### src/rtl/mult_pkg.sv
// Shared constants for the sequential multiplier: FSM state codes and the
// default operand width.
package mult_pkg;

  localparam int MULT_WIDTH_DEFAULT = 32;

  localparam logic [1:0] ST_IDLE = 2'd0;
  localparam logic [1:0] ST_RUN  = 2'd1;
  localparam logic [1:0] ST_DONE = 2'd2;

endpackage

### src/rtl/mult_seq.sv
// Radix-2 shift-add multiplier, one partial product per clock, with
// sign/magnitude handling for two's-complement operands.
//
// state   | meaning
// IDLE    | waiting for start; product holds the last result
// RUN     | one shift-add step per cycle, counter counts WIDTH down to 0
// DONE    | product valid for one cycle; start here chains the next operation
module mult_seq
  import mult_pkg::*;
#(
  parameter int WIDTH = MULT_WIDTH_DEFAULT
) (
  input  logic               clk,
  input  logic               reset,
  input  logic               start,
  input  logic               is_signed,
  input  logic [WIDTH-1:0]   multiplicand,
  input  logic [WIDTH-1:0]   multiplier,
  output logic               busy,
  output logic               done,
  output logic [2*WIDTH-1:0] product
);

  localparam int CW = $clog2(WIDTH + 1);

  logic [1:0]         state;
  logic [CW-1:0]      cnt;
  logic [WIDTH-1:0]   mag_a;
  logic [WIDTH-1:0]   hi;
  logic [WIDTH-1:0]   lo;
  logic               neg;
  logic [WIDTH-1:0]   abs_a;
  logic [WIDTH-1:0]   abs_b;
  logic [WIDTH:0]     sum;
  logic [2*WIDTH-1:0] shifted;

  assign busy = (state == ST_RUN);
  assign done = (state == ST_DONE);

  // Magnitudes are plain WIDTH-bit unsigned, so the most negative value maps
  // onto 2^(WIDTH-1) without overflow.
  always_comb begin
    abs_a = multiplicand;
    abs_b = multiplier;
    if (is_signed && multiplicand[WIDTH-1]) abs_a = -multiplicand;
    if (is_signed && multiplier[WIDTH-1])   abs_b = -multiplier;
  end

  // The multiplier is consumed from lo[0] while the partial sum shifts into lo.
  always_comb begin
    sum     = {1'b0, hi} + (lo[0] ? {1'b0, mag_a} : {(WIDTH + 1){1'b0}});
    shifted = {sum, lo[WIDTH-1:1]};
  end

  always_ff @(posedge clk) begin
    if (reset) begin
      state   <= ST_IDLE;
      cnt     <= '0;
      mag_a   <= '0;
      hi      <= '0;
      lo      <= '0;
      neg     <= 1'b0;
      product <= '0;
    end else begin
      case (state)
        ST_IDLE, ST_DONE: begin
          if (start) begin
            mag_a <= abs_a;
            hi    <= '0;
            lo    <= abs_b;
            neg   <= is_signed && (multiplicand[WIDTH-1] ^ multiplier[WIDTH-1]);
            cnt   <= CW'(WIDTH);
            state <= ST_RUN;
          end else begin
            state <= ST_IDLE;
          end
        end
        ST_RUN: begin
          hi  <= shifted[2*WIDTH-1:WIDTH];
          lo  <= shifted[WIDTH-1:0];
          cnt <= cnt - CW'(1);
          // product is only written on the last step so no partial sums leak out
          if (cnt == CW'(1)) begin
            state   <= ST_DONE;
            product <= neg ? -shifted : shifted;
          end
        end
        default: state <= ST_IDLE;
      endcase
    end
  end

endmodule

### config.mk
export PLATFORM = sky130hd
export DESIGN_NAME = mult_seq
export DESIGN_NICKNAME = d
export VERILOG_FILES = /design/src/rtl/mult_pkg.sv /design/src/rtl/mult_seq.sv
export SDC_FILE = /design/constraint.sdc
export NUM_CORES = 1
export LEC_CHECK = 0
export BUFFER_PORTS_ARGS = -buffer_cell sky130_fd_sc_hd__buf_2
export CAP_MARGIN = 40
export CELL_PAD_IN_SITES_DETAIL_PLACEMENT = 0
export CELL_PAD_IN_SITES_GLOBAL_PLACEMENT = 1
export CORE_MARGIN = 5
export CORE_UTILIZATION = 44
export DETAILED_ROUTE_END_ITERATION = 8
export GPL_TIMING_DRIVEN = 1
export MAX_ROUTING_LAYER = met4
export PLACE_DENSITY_LB_ADDON = 0.2
export SETUP_SLACK_MARGIN = 0.15
export SYNTH_ARGS = -nofsm -noshare
export SYNTH_HDL_FRONTEND = slang
export SYNTH_SLANG_ARGS = --single-unit
### constraint.sdc
create_clock -name clk -period 5.14 [get_ports clk]
set_input_delay 0.257 -clock clk [delete_from_list [all_inputs] [get_ports clk]]
set_output_delay 0.257 -clock clk [all_outputs]
set_load 0.02 [all_outputs]
==> flow_summary.yaml <==
timing:
  skew_ns: 0.01535
  relSlewSlack_pct: 41.62
  fin_crit_ns: 4.496
  fin_setup_tns_ns: 0
  hold_viol: 0
  rsz0062_at_grt: "false"
  worst_slack_ns: 0.6440
  max_freq_mhz: 222.4
  setup_violations: 0
  slew_violations: 0
  finalCritPeriodShare_pct: 87.47
  tightest_slew_ns: 0.8758
critical_path:
  r2r_start: "lo[0]$_SDFFE_PP0P_"
  reg2reg_depth: 12
  crit_family: "compound AO/OA/AOI/OAI gates"
  r2r_end: "product[54]$_SDFFE_PP0P_"
  cp_max_fo: 18
  crit_chain: "buf_4 > and2_1 > ha_1 > a21oi_1 > o21ai_1 > o21bai_1 > xnor2_1 > nand4b_1 > or4_1 > o31ai_1 > xor2_1 > a211oi_1"
  critPathCaptureType: "flip-flop"
  arrival_ns: 4.84
  r2r_slack_ns: 0.64
  cp.required_ns: 5.49
  cpPeakStageDelay_ns: 0.75
  path_class: "flip-flop to flip-flop"
  start_kind: "flip-flop"
  cp_slowest_cell: "or4_1"
  path_buf_inv: 1
global_routing:
  met3_usage_pct: 3.152
  antenna_found_initial: 0
  grt_pass1_wl_mm: 51.11
  gr-usage-met2_pct: 31.56
  grt_overflow: 0
  grt_max_degree: 96
  grtUsageTotal_pct: 22.92
  use_met1_pct: 35.99
  grt_pass1_vias: 9299
  grt.busiest_layer: "met1"
clocking:
  clkSinkCount: 169
  cts_setup_buffers: 0
  h-tree-depth: 4
  clk_pin_slew_ns: 0.07
  cts-resized-gates: 0
  clock-root-buffer: "clkbuf_16"
  cts_tree: "done"
  insertion_delay_ns: 0.44
  cts_buffers: 17
  clockBufferDepth: 2
  cts_hold_buf: 0
synth:
  syn-num-nets: 1471
  synth_ff_type: "dfxtp_1"
  synthCells: 1365
  synth_area_sq_um: 10800
  async_flop_share_pct: 0
  synth_edf_count: 0
  ys_seq_area_share_pct: 31.31
  yosysWarnings: 0
  synthDistinctLibCells: 82
  synth.avg_cell_area_sq_um: 7.915
  synth-seq-cells: 169
die:
  rows: 57
  coreArea_sq_um: 24250
  fp.dieH_um: 166.7
  chipWidth_um: 166.7
  io_pins: 134
  die_area_sq_um: 27790
  start_util_pct: 44.56
power:
  p_leak_nw: 4.751
  total_power_mw: 3.333
  ir_worst_vdd_mv: 0.2017
  p_per_area_nw_per_um2: 270.7
placement:
  port_buffers: 133
  place.gp.congestion: 0.9333
  place_ws_ns: 0.7024
  hpwl_mm: 24.31
drt:
  viasPerCell: 5.670
  dr.pass1.iters: 5
  vias: 10120
  wl_per_cell_um: 17.84
  drc: 0
  wl_mm: 31.83
  drtIter0Drc: 853
  antenna_left: 0
outcome:
  outcome: "complete, no violations"
finish:
  mostFrequentLayoutCell: "nor2_1"
  nNetsFinal: 1553
  final_cell_mix: "nor2_1 (183), dfxtp_1 (168), buf_2 (132)"
  syn_to_final_growth_pct: 13.94
  n_antenna_cell: 0
  fillCellCount: 2465
  postLayoutCoreUtil_pct: 50.77
  final_layout_size_suffix_gt1_share_pct: 15.34
min_path:
  min-delay-start: "multiplicand[0]"
  hold_path_end: "mag_a[0]$_SDFFE_PP0P_"
  whs_path_depth: 3
  hp-class: "input port to flip-flop"
run:
  max-cap-violations: 0
layout make-up:
cell class | count | area (sq um) | area share, %
Multi-Input combinational cell | 1092 | 7018 | 57.01
Sequential cell | 169 | 3385 | 27.49
Timing Repair Buffer | 150 | 833.3 | 6.769
Clock buffer | 17 | 425.4 | 3.456
Tap cell | 324 | 405.4 | 3.293
Clock inverter | 15 | 180.2 | 1.464
Inverter | 17 | 63.81 | 0.5183
cells by family (layout without fill, tap and decap cells):
group	count (synthesis)	count (layout)	synth area share [%]
AO/OA/AOI/OAI	438	438	27.62
multiplexers	3	3	0.3011
flip-flops	169	169	31.31
AND/OR/NAND/NOR	484	484	21.90
adder cells (fa/ha/maj)	38	38	4.470
XOR/XNOR	129	129	10.46
buffers and inverters	104	199	3.937
flip-flops by register name, summed over array words and instances (netlist names):
signal and flops:
product 64, cnt 6, neg 1, hi 32, mag_a 32, state 2
lo 32
synth_stat cells (5+ instances only):
library cell	n	share of area, %
a211oi_1	84	5.8
a21o_1	11	0.76
a21oi_1	105	4.9
a22oi_1	60	4.2
a311oi_1	10	0.81
and2_1	42	2.4
and3_1	6	0.35
and4_1	5	0.41
buf_1	8	0.28
clkbuf_1	70	2.4
dfxtp_1	169	31
ha_1	37	4.3
inv_1	16	0.56
nand2_1	113	3.9
nand2b_1	9	0.52
nand3_1	17	0.79
nand4_1	8	0.46
nor2_1	185	6.4
nor3_1	19	0.88
nor4_1	13	0.75
o211ai_1	8	0.56
o21a_1	6	0.42
o21ai_0	65	3.0
o21ai_1	9	0.42
o31ai_1	25	1.7
o41ai_1	15	1.2
or2_2	6	0.35
or3_1	17	0.98
or4_1	15	1.0
xnor2_1	51	4.1
xor2_1	78	6.3
through the flow:
stage               hold WS (ns)  area (sq um)  std cells
finish                    0.1081         12310       1784
global route              0.1188         12310       1784
CTS                      0.09073         12310       1784
detailed placement        0.4501         11710       1752
global placement          0.4414         11660       1750
floorplan                 0.3930         10800       1365
metal layers:
metal / up-vias / wire length [um]
met2: 262 / 12920
met5: - / 0
met3: 19 / 1747
li1: 5179 / -
met4: 0 / 203
met1: 4655 / 16960
where the power goes:
part / internal (mW) / switching [mW] / leakage, nW / total [mW]
clock: 0.698 / 0.620 / 0.290 / 1.32
combinational: 0.209 / 0.360 / 3.08 / 0.569
sequential: 1.37 / 0.0718 / 1.38 / 1.45
total: 2.28 / 1.05 / 4.75 / 3.33
tightest hold or removal path: stages:
cell     delay [ns]
buf_2          0.12
nand2_1        0.06
a21oi_1        0.05
worst max path at each step:
| stage | start | endpoint | slack, ns | depth (start not counted) |
|---|---|---|---|---|
| 2_1_floorplan | lo[0]$_SDFFE_PP0P_ | product[62]$_SDFFE_PP0P_ | 1.20 | 14 |
| 3_3_place_gp | lo[0]$_SDFFE_PP0P_ | product[62]$_SDFFE_PP0P_ | 0.80 | 12 |
| 6_report | lo[0]$_SDFFE_PP0P_ | product[54]$_SDFFE_PP0P_ | 0.64 | 12 |
| 4_1_cts | lo[0]$_SDFFE_PP0P_ | product[54]$_SDFFE_PP0P_ | 0.69 | 13 |
| 3_5_place_dp | lo[0]$_SDFFE_PP0P_ | product[62]$_SDFFE_PP0P_ | 0.70 | 13 |
| 5_1_grt | lo[0]$_SDFFE_PP0P_ | product[56]$_SDFFE_PP0P_ | 0.38 | 13 |
Note: power is estimated with default switching activity, not from simulation.
